$ cat src/rtl/rvcpu_mem_arbiter_if.sv
// Unified memory bus between the rvcpu arbiter and the memory model.
// One outstanding transaction; bus_ack pulses on completion.
interface rvcpu_mem_arbiter_if;
  logic        bus_req;
  logic        bus_wen;
  logic [63:0] bus_addr;
  logic [63:0] bus_wdata;
  logic        bus_ack;
  logic [63:0] bus_rdata;

  modport master (
    output bus_req,
    output bus_wen,
    output bus_addr,
    output bus_wdata,
    input  bus_ack,
    input  bus_rdata
  );

  modport slave (
    input  bus_req,
    input  bus_wen,
    input  bus_addr,
    input  bus_wdata,
    output bus_ack,
    output bus_rdata
  );
endinterface

$ cat src/rtl/rvcpu_mem_arbiter.sv
// Fetch/data arbiter onto one memory bus: data priority, bounded
// fetch starvation, one outstanding transaction with timeout.
module rvcpu_mem_arbiter #(
  parameter int STARVE_MAX = 4,
  parameter int TIMEOUT    = 256
) (
  input  logic        clk,
  input  logic        rst,
  input  logic        if_req,
  input  logic [63:0] if_addr,
  output logic [31:0] if_rdata,
  output logic        if_valid,
  output logic        if_err,
  input  logic        mem_req,
  input  logic        mem_wen,
  input  logic [31:0] mem_addr,
  input  logic [63:0] mem_wdata,
  output logic [63:0] mem_rdata,
  output logic        mem_rvalid,
  output logic        mem_err,
  rvcpu_mem_arbiter_if.master bus
);

  localparam int TW = (TIMEOUT > 1) ? $clog2(TIMEOUT) : 1;
  localparam int SW = (STARVE_MAX > 0) ? $clog2(STARVE_MAX + 1) : 1;

  typedef enum logic [2:0] {
    IDLE,
    BUSY_IF,
    BUSY_MEM,
    RESP_IF,
    RESP_MEM
  } state_t;

  state_t        state;
  logic [SW-1:0] streak;
  logic [TW-1:0] tmo;
  logic          sel_hi;

  logic both;
  logic grant_mem;
  logic expire;
  logic done;
  logic unused_bits;

  assign unused_bits = ^{if_addr[1:0], mem_addr[2:0]};

  always_comb begin
    both      = if_req && mem_req;
    grant_mem = mem_req
             && (!if_req || (streak < SW'(STARVE_MAX)));
    expire    = (tmo == TW'(TIMEOUT - 1));
    done      = bus.bus_ack || expire;
  end

  always_ff @(posedge clk) begin
    if (rst) begin
      state         <= IDLE;
      streak        <= '0;
      tmo           <= '0;
      sel_hi        <= 1'b0;
      bus.bus_req   <= 1'b0;
      bus.bus_wen   <= 1'b0;
      bus.bus_addr  <= '0;
      bus.bus_wdata <= '0;
      if_rdata      <= '0;
      if_valid      <= 1'b0;
      if_err        <= 1'b0;
      mem_rdata     <= '0;
      mem_rvalid    <= 1'b0;
      mem_err       <= 1'b0;
    end else begin
      if_valid   <= 1'b0;
      if_err     <= 1'b0;
      mem_rvalid <= 1'b0;
      mem_err    <= 1'b0;
      unique case (state)
        IDLE: begin
          tmo <= '0;
          if (grant_mem) begin
            state         <= BUSY_MEM;
            bus.bus_req   <= 1'b1;
            bus.bus_wen   <= mem_wen;
            bus.bus_addr  <= {32'b0, mem_addr[31:3], 3'b0};
            bus.bus_wdata <= mem_wdata;
            streak        <= both ? streak + 1'b1 : '0;
          end else if (if_req) begin
            state         <= BUSY_IF;
            bus.bus_req   <= 1'b1;
            bus.bus_wen   <= 1'b0;
            bus.bus_addr  <= {if_addr[63:3], 3'b0};
            bus.bus_wdata <= '0;
            sel_hi        <= if_addr[2];
            streak        <= '0;
          end
        end
        BUSY_IF, BUSY_MEM: begin
          if (done) begin
            bus.bus_req <= 1'b0;
            tmo         <= '0;
            if (state == BUSY_IF) begin
              state    <= RESP_IF;
              if_valid <= 1'b1;
              if_err   <= !bus.bus_ack;
              if (!bus.bus_ack)
                if_rdata <= '0;
              else if (sel_hi)
                if_rdata <= bus.bus_rdata[63:32];
              else
                if_rdata <= bus.bus_rdata[31:0];
            end else begin
              state      <= RESP_MEM;
              mem_rvalid <= 1'b1;
              mem_err    <= !bus.bus_ack;
              // writes and timeouts both return zero data
              mem_rdata  <= (bus.bus_ack && !bus.bus_wen)
                          ? bus.bus_rdata : '0;
            end
          end else begin
            tmo <= tmo + 1'b1;
          end
        end
        default: state <= IDLE;
      endcase
    end
  end

endmodule
$ cat src/flat_wrapper.sv
// flat-port wrapper written by rule: the top's interface ports become plain ports
module rvcpu_mem_arbiter_flat 
#(
  parameter int STARVE_MAX = 4,
  parameter int TIMEOUT    = 256
)
  (clk, rst, if_req, if_addr, if_rdata, if_valid, if_err, mem_req, mem_wen, mem_addr, mem_wdata, mem_rdata, mem_rvalid, mem_err, bus_bus_req, bus_bus_wen, bus_bus_addr, bus_bus_wdata, bus_bus_ack, bus_bus_rdata);
  rvcpu_mem_arbiter_if bus_i ();
  input  logic clk;
  input  logic rst;
  input  logic if_req;
  input  logic [63:0] if_addr;
  output logic [31:0] if_rdata;
  output logic if_valid;
  output logic if_err;
  input  logic mem_req;
  input  logic mem_wen;
  input  logic [31:0] mem_addr;
  input  logic [63:0] mem_wdata;
  output logic [63:0] mem_rdata;
  output logic mem_rvalid;
  output logic mem_err;
  output wire logic [$bits(bus_i.bus_req)-1:0] bus_bus_req;
  output wire logic [$bits(bus_i.bus_wen)-1:0] bus_bus_wen;
  output wire logic [$bits(bus_i.bus_addr)-1:0] bus_bus_addr;
  output wire logic [$bits(bus_i.bus_wdata)-1:0] bus_bus_wdata;
  input wire logic [$bits(bus_i.bus_ack)-1:0] bus_bus_ack;
  input wire logic [$bits(bus_i.bus_rdata)-1:0] bus_bus_rdata;
  assign bus_bus_req = bus_i.bus_req;
  assign bus_bus_wen = bus_i.bus_wen;
  assign bus_bus_addr = bus_i.bus_addr;
  assign bus_bus_wdata = bus_i.bus_wdata;
  assign bus_i.bus_ack = bus_bus_ack;
  assign bus_i.bus_rdata = bus_bus_rdata;
  rvcpu_mem_arbiter #(.STARVE_MAX(STARVE_MAX), .TIMEOUT(TIMEOUT)) u_core (.clk(clk), .rst(rst), .if_req(if_req), .if_addr(if_addr), .if_rdata(if_rdata), .if_valid(if_valid), .if_err(if_err), .mem_req(mem_req), .mem_wen(mem_wen), .mem_addr(mem_addr), .mem_wdata(mem_wdata), .mem_rdata(mem_rdata), .mem_rvalid(mem_rvalid), .mem_err(mem_err), .bus(bus_i));
endmodule
$ cat config.mk
export PLATFORM = sky130hd
export DESIGN_NAME = rvcpu_mem_arbiter_flat
export DESIGN_NICKNAME = d
export VERILOG_FILES = /design/src/rtl/rvcpu_mem_arbiter_if.sv /design/src/rtl/rvcpu_mem_arbiter.sv /design/src/flat_wrapper.sv
export SDC_FILE = /design/constraint.sdc
export NUM_CORES = 1
export LEC_CHECK = 0
export CAP_MARGIN = 10
export CORE_AREA = 2 2 180 182
export CTS_CLUSTER_DIAMETER = 150
export DETAILED_ROUTE_END_ITERATION = 16
export DIE_AREA = 0 0 182 184
export GPL_TIMING_DRIVEN = 0
export PLACE_DENSITY = 0.6
export SLEW_MARGIN = 20
export SYNTH_ARGS = -nofsm -noshare
export SYNTH_HDL_FRONTEND = slang
export SYNTH_SLANG_ARGS = --single-unit
$ cat constraint.sdc
create_clock -name clk -period 4.9 [get_ports clk]
set_input_delay 0.98 -clock clk [delete_from_list [all_inputs] [get_ports clk]]
set_output_delay 0.98 -clock clk [all_outputs]
set_load 0.005 [all_outputs]
# After elaboration in Yosys (flattened, before gate mapping)
# Cells that the tools add are included.
# totals
output_inout_bits	230
reg_bits	245
wordCells	72
# classes
add_sub_neg	2
n_reduce_logical	21
bitwise_logic	4
eq_ne	5
mux	25
n_lt_le_gt_ge	1
# op_table
op	n
$mux 64	5
$mux 32	2
$mux 3	7
$pmux 8 s2	1
$reduce_and 3->1	4
$add 8x1->8 const B	1
$eq 8x8->1 const B	1
$mux 8	1
$reduce_or 4->1	2
$mux 1	7
$pmux 3 s2	1
$not 1->1	4
$reduce_and 2->1	2
$reduce_bool 2->1	2
$add 3x1->3 const B	1
$eq 3x1->1 const B	1
$eq 3x2->1 const B	1
$logic_and 1x1->1	3
$logic_not 1->1	3
$logic_not 3->1	1
$lt 3x3->1 const B	1
$ne 3x2->1 const B	1
$reduce_or 3->1	1
$logic_or 1x1->1	2
other kinds (3)	3

# Depth between registers and ports, before layout
# depth
depth_word	5
depth_mapped	7

# Worst setup path after synthesis
# No wires, ideal clock.
# synth_path
path_kind	input to register
startpoint	input port rst
endpoint	register u_core.tmo[3]
slack_ns	2.829
n_path_buf	1
arrival_ns	2.004
cell_stages	4
required_ns	4.833
path_cell_list	buf_2 > or4_4 > or2_4 > o21ai_2
# synth_lines
item	line	text
from (decl)	flat_wrapper.sv:10	input logic rst;
to (signal assigned)	rvcpu_mem_arbiter.sv:120	tmo <= tmo + 1'b1;
to (decl)	rvcpu_mem_arbiter.sv:37	logic [TW-1:0] tmo;

# Worst setup path in the final report
# layout_path
startpoint	input port if_req
endpoint	register u_core.bus.bus_wdata[39]
# layout_via
elab_chain_cells	5
# layout_lines
item	line	text
from (decl)	flat_wrapper.sv:11	input logic if_req;
$logic_not 1->1	rvcpu_mem_arbiter.sv:51	&& (!if_req || (streak < SW'(STARVE_MAX)));
$logic_or 1x1->1	rvcpu_mem_arbiter.sv:51	
$logic_and 1x1->1	rvcpu_mem_arbiter.sv:51	
$reduce_bool 2->1 (no line)	n/a	
$reduce_and 2->1 (no line)	n/a	
to (signal assigned)	rvcpu_mem_arbiter.sv:85	bus.bus_wdata <= mem_wdata;
to (decl)	rvcpu_mem_arbiter_if.sv:15	output bus_wdata,
# Several ways; a longest one is shown, not always the timed one.
# A chain may end at the register's enable or synchronous reset.

==> results.txt <==
----------------------------------------------------
[Run]
  Max-capacitance violation count ... 0

[Place]
  Dpl hpwl ... 25900 um
  Weighted congestion reported at the end of routability-driven placement ... 0.814
  Quantity of I/O buffers inserted on ports ... 451
  Cell Count Post-Placement ... 1697
  DP Worst Slack ... 1.69 ns

[Global route]
  GRT Total Usage ... 19.3%
  Number of antenna violations at the first check in global routing ... 1
  Global-route wire length before repair ... 50400 um
  Number of global-route vias before repair ... 8358
  Remaining Overflow, GRT ... 0
  Pin count of the biggest net entering global routing ... 15

[Synth]
  #FFs+latches synth ... 242
  Sequential element share of the synthesized area ... 55.1%
  Synth Warn # ... 0
  Average instance area after synthesis ... 10.4 um^2
  Cell area after synthesis ... 0.00879 mm^2
  Ys async rst share ... 0%
  EDFF count, synth ... 0
  Number of unique standard cell types used by synthesis ... 49
  Top FF cell, synth ... dfxtp_1
  Synth Instances ... 842

[Die]
  Die footprint ... 0.0335 mm^2
  Number of rows in the core area ... 65
  Core ar. ... 0.0314 mm^2
  Starting density of the core ... 28.0%
  I/O Pins ... 460
  Chip Width ... 182 um
  Die height ... 184 um

[Clock tree]
  Max H-tree Level ... 1
  # clock sinks ... 242
  Clock slew at reported path FFs ... 0.06 ns
  Clock tree from TritonCTS ... built
  Clk Tree Root Cell ... clkbuf_16
  CTS Hold Buffers Added ... 0
  Setup Buffers After CTS ... 0
  Clock buffers created by TritonCTS ... 28
  Clock tree buffer depth ... 3
  Cts repair resizes ... 0
  Insertion delay of the later-clocked pin in the worst-skew pair ... 0.55 ns

[Timing]
  Final hold violation count ... 0
  Largest clock skew in the final design ... 0.0133 ns
  Minimum clock period after layout ... 2.60 ns
  Accumulated negative setup slack ... 0 ns
  Unrepaired setup endpoints after global routing ... no
  Worst Tran Pin Value ... 0.934 ns
  Fin crit share ... 53.0%
  Final worst setup slack ... 2.30 ns
  Total of endpoints with negative setup slack in the final report ... 0
  Max Slew Vio Count ... 0
  Final worst hold slack ... 0.461 ns
  Top achievable clock speed ... 385 MHz
  Remaining max-slew budget at the tightest pin ... 37.3%

[Worst setup path]
  Worst Reg-to-Reg Cells ... 6
  Number of buffer and inverter instances along the worst setup path ... 3
  Largest delay share family, worst path ... buffers and inverters
  Reg-to-Reg Start ... u_core.tmo[0]$_SDFFE_PP0P_
  Crit path arrival time ... 3.08 ns
  Type of origin of the critical path ... primary input
  FF-to-FF setup slack ... 2.83 ns
  Worst reg2reg endpoint ... u_core.mem_rdata[16]$_SDFFE_PP0P_
  Biggest fanout along the worst timing path ... 10
  Data required time at the worst endpoint ... 5.38 ns
  Type of destination of the critical path ... flip-flop
  Chain of cells forming the critical path ... clkdlybuf4s50_1 > o21ai_0 > buf_2 > clkbuf_1 > a22oi_1 > nor2_1
  Start-to-end type of the worst setup path ... primary input to flip-flop
  Max stage delay cell, worst path ... clkdlybuf4s50_1
  Slowest stage delay, CP ... 0.52 ns

[Hold path]
  Class of the most critical hold timing path ... flip-flop to flip-flop
  Endpoint, Worst Hold ... u_core.if_rdata[29]$_SDFFE_PP0P_
  Cell depth of the worst hold path ... 1
  HP Start ... u_core.if_rdata[29]$_SDFFE_PP0P_

[Routing]
  Total via count in the routed design ... 8318
  Post-detailed-routing wire length ... 34100 um
  Detailed-route DRC error count ... 0
  Number of design-rule violations left by the first detailed-router iteration ... 322
  Routed wire length per instance ... 19.5 um
  Average vias per placed instance ... 4.76
  Detailed-routing iteration count for the pre-antenna-repair pass ... 4
  Detail Route Antenna Nets ... 0

[Power]
  Peak supply drop ... 0.239 mV
  Leakage power figure ... 5.48 nW
  Cell area power density ... 353 mW/mm^2

[Finish]
  # nets final ... 1557
  Layout area overhead ... 68.2%
  Fraction of final layout cells sized beyond drive strength 1 ... 12.7%
  Number of filler cells placed in the layout ... 2962
  Antenna diode count ... 0
  Final Non-Filler Cells ... 1749

[Run status]
  Outcome ... finished, final reports clean

----------------------------------------------------
==> logic make-up (layout without fill, tap and decap cells) <==
logic type,Yosys count,after routing,share of synthesized area [%]
buffers and inverters,79,582,5.34
other,1,3,0.0427
AND/OR/NAND/NOR,233,233,11.2
AO/OA/AOI/OAI,246,246,23.6
flip-flops,242,242,55.1
adder cells (fa/ha/maj),2,2,0.285
XOR/XNOR,5,5,0.498
multiplexers,34,34,3.87
==> metrics by stage <==
step / utilization (%) / area (um^2) / power (W)
2_1_floorplan: - / 8800 / 0.00253
3_3_place_gp: 44.0 / 13800 / 0.00308
3_5_place_dp: 44.0 / 13800 / 0.00308
4_1_cts: 47.1 / 14800 / 0.00528
5_1_grt: 47.1 / 14800 / 0.00544
6_report: 47.1 / 14800 / 0.00521
==> worst reg2reg max path: cells and delay by family (launching register included) <==
kind	cells	cell delay [ns]
fa+ha+maj	1	0.28
simple gates	1	0.20
compound gates	3	0.91
flops	1	0.36
buf+inv	1	0.26
==> Yosys cell counts (all sizes together) (2+ instances only) <==
cell / n / area (um^2)
dfxtp: 242 / 4840
nor2: 139 / 522
a22oi: 98 / 736
a22o: 64 / 634
nand2: 64 / 240
buf: 48 / 353
mux2i: 34 / 340
o2bb2ai: 32 / 280
clkbuf: 30 / 113
a311oi: 29 / 254
a21oi: 7 / 38.8
o21ai: 7 / 46.3
nand4: 6 / 37.5
nor3: 5 / 36.3
and3: 4 / 25.0
xor2: 4 / 35.0
nor4: 3 / 33.8
ha: 2 / 25.0
nand2b: 2 / 20.0
nand3: 2 / 10.0
or2: 2 / 15.0
==> per-layer routing <==
layer / GRT usage [%] / wire (um)
met4: 6.81 / 1200
met1: 23.8 / 14400
met3: 4.66 / 2210
met5: 0 / 16
met2: 32.9 / 16400
==> flip-flops by register name, summed over array words and instances (netlist names) <==
name / flops
u_core.if_valid: 1
u_core.state: 3
u_core.mem_rdata: 64
u_core.streak: 3
u_core.tmo: 8
u_core.bus.bus_req: 1
u_core.sel_hi: 1
u_core.bus.bus_wen: 1
u_core.bus.bus_addr: 61
u_core.mem_err: 1
u_core.bus.bus_wdata: 64
u_core.if_err: 1
u_core.mem_rvalid: 1
u_core.if_rdata: 32
==> area by class of cell <==
cell class	count	area, um^2	area share (%)
tap	402	503	3.40
clock buffer	32	756	5.11
buffer	78	465	3.15
sequential	242	4840	32.8
timing repair buffer	451	4510	30.5
inverter	1	3.75	0.0254
clock inverter	20	219	1.48
multi-input combinational	523	3480	23.6
==> placed cells by master, fill, tap and decap left out, drive strengths merged, types with 10 or more instances in the layout <==
cell and count:
a311oi 29, mux2i 34, a22o 64, buf 48, dfxtp 242, nand2 64, a22oi 98, nor2 139
o2bb2ai 32, clkbuf 62, clkinv 10, clkdlybuf4s50 451
==> power by group <==
part	leakage, nW	switching, W	internal [W]
Combinational	3.04	0.000383	0.000506
Sequential	1.97	0.0000628	0.00209
Clock	0.460	0.000901	0.00128
==> worst max-delay path by stage <==
| stage | from | endpoint | slack (ns) | cells after the start |
|---|---|---|---|---|
| 3_5_place_dp | rst | u_core.if_valid$_SDFF_PP0_ | 1.69 | 5 |
| 2_1_floorplan | rst | u_core.tmo[3]$_SDFFE_PP0P_ | 2.83 | 4 |
| 3_3_place_gp | if_req | u_core.bus.bus_wdata[43]$_SDFFE_PP0P_ | 1.67 | 6 |
| 4_1_cts | if_req | u_core.bus.bus_wdata[39]$_SDFFE_PP0P_ | 2.25 | 6 |
| 6_report | if_req | u_core.bus.bus_wdata[39]$_SDFFE_PP0P_ | 2.30 | 6 |
| 5_1_grt | if_req | u_core.bus.bus_wdata[39]$_SDFFE_PP0P_ | 2.09 | 6 |
Note: power is estimated with default switching activity, not from simulation.
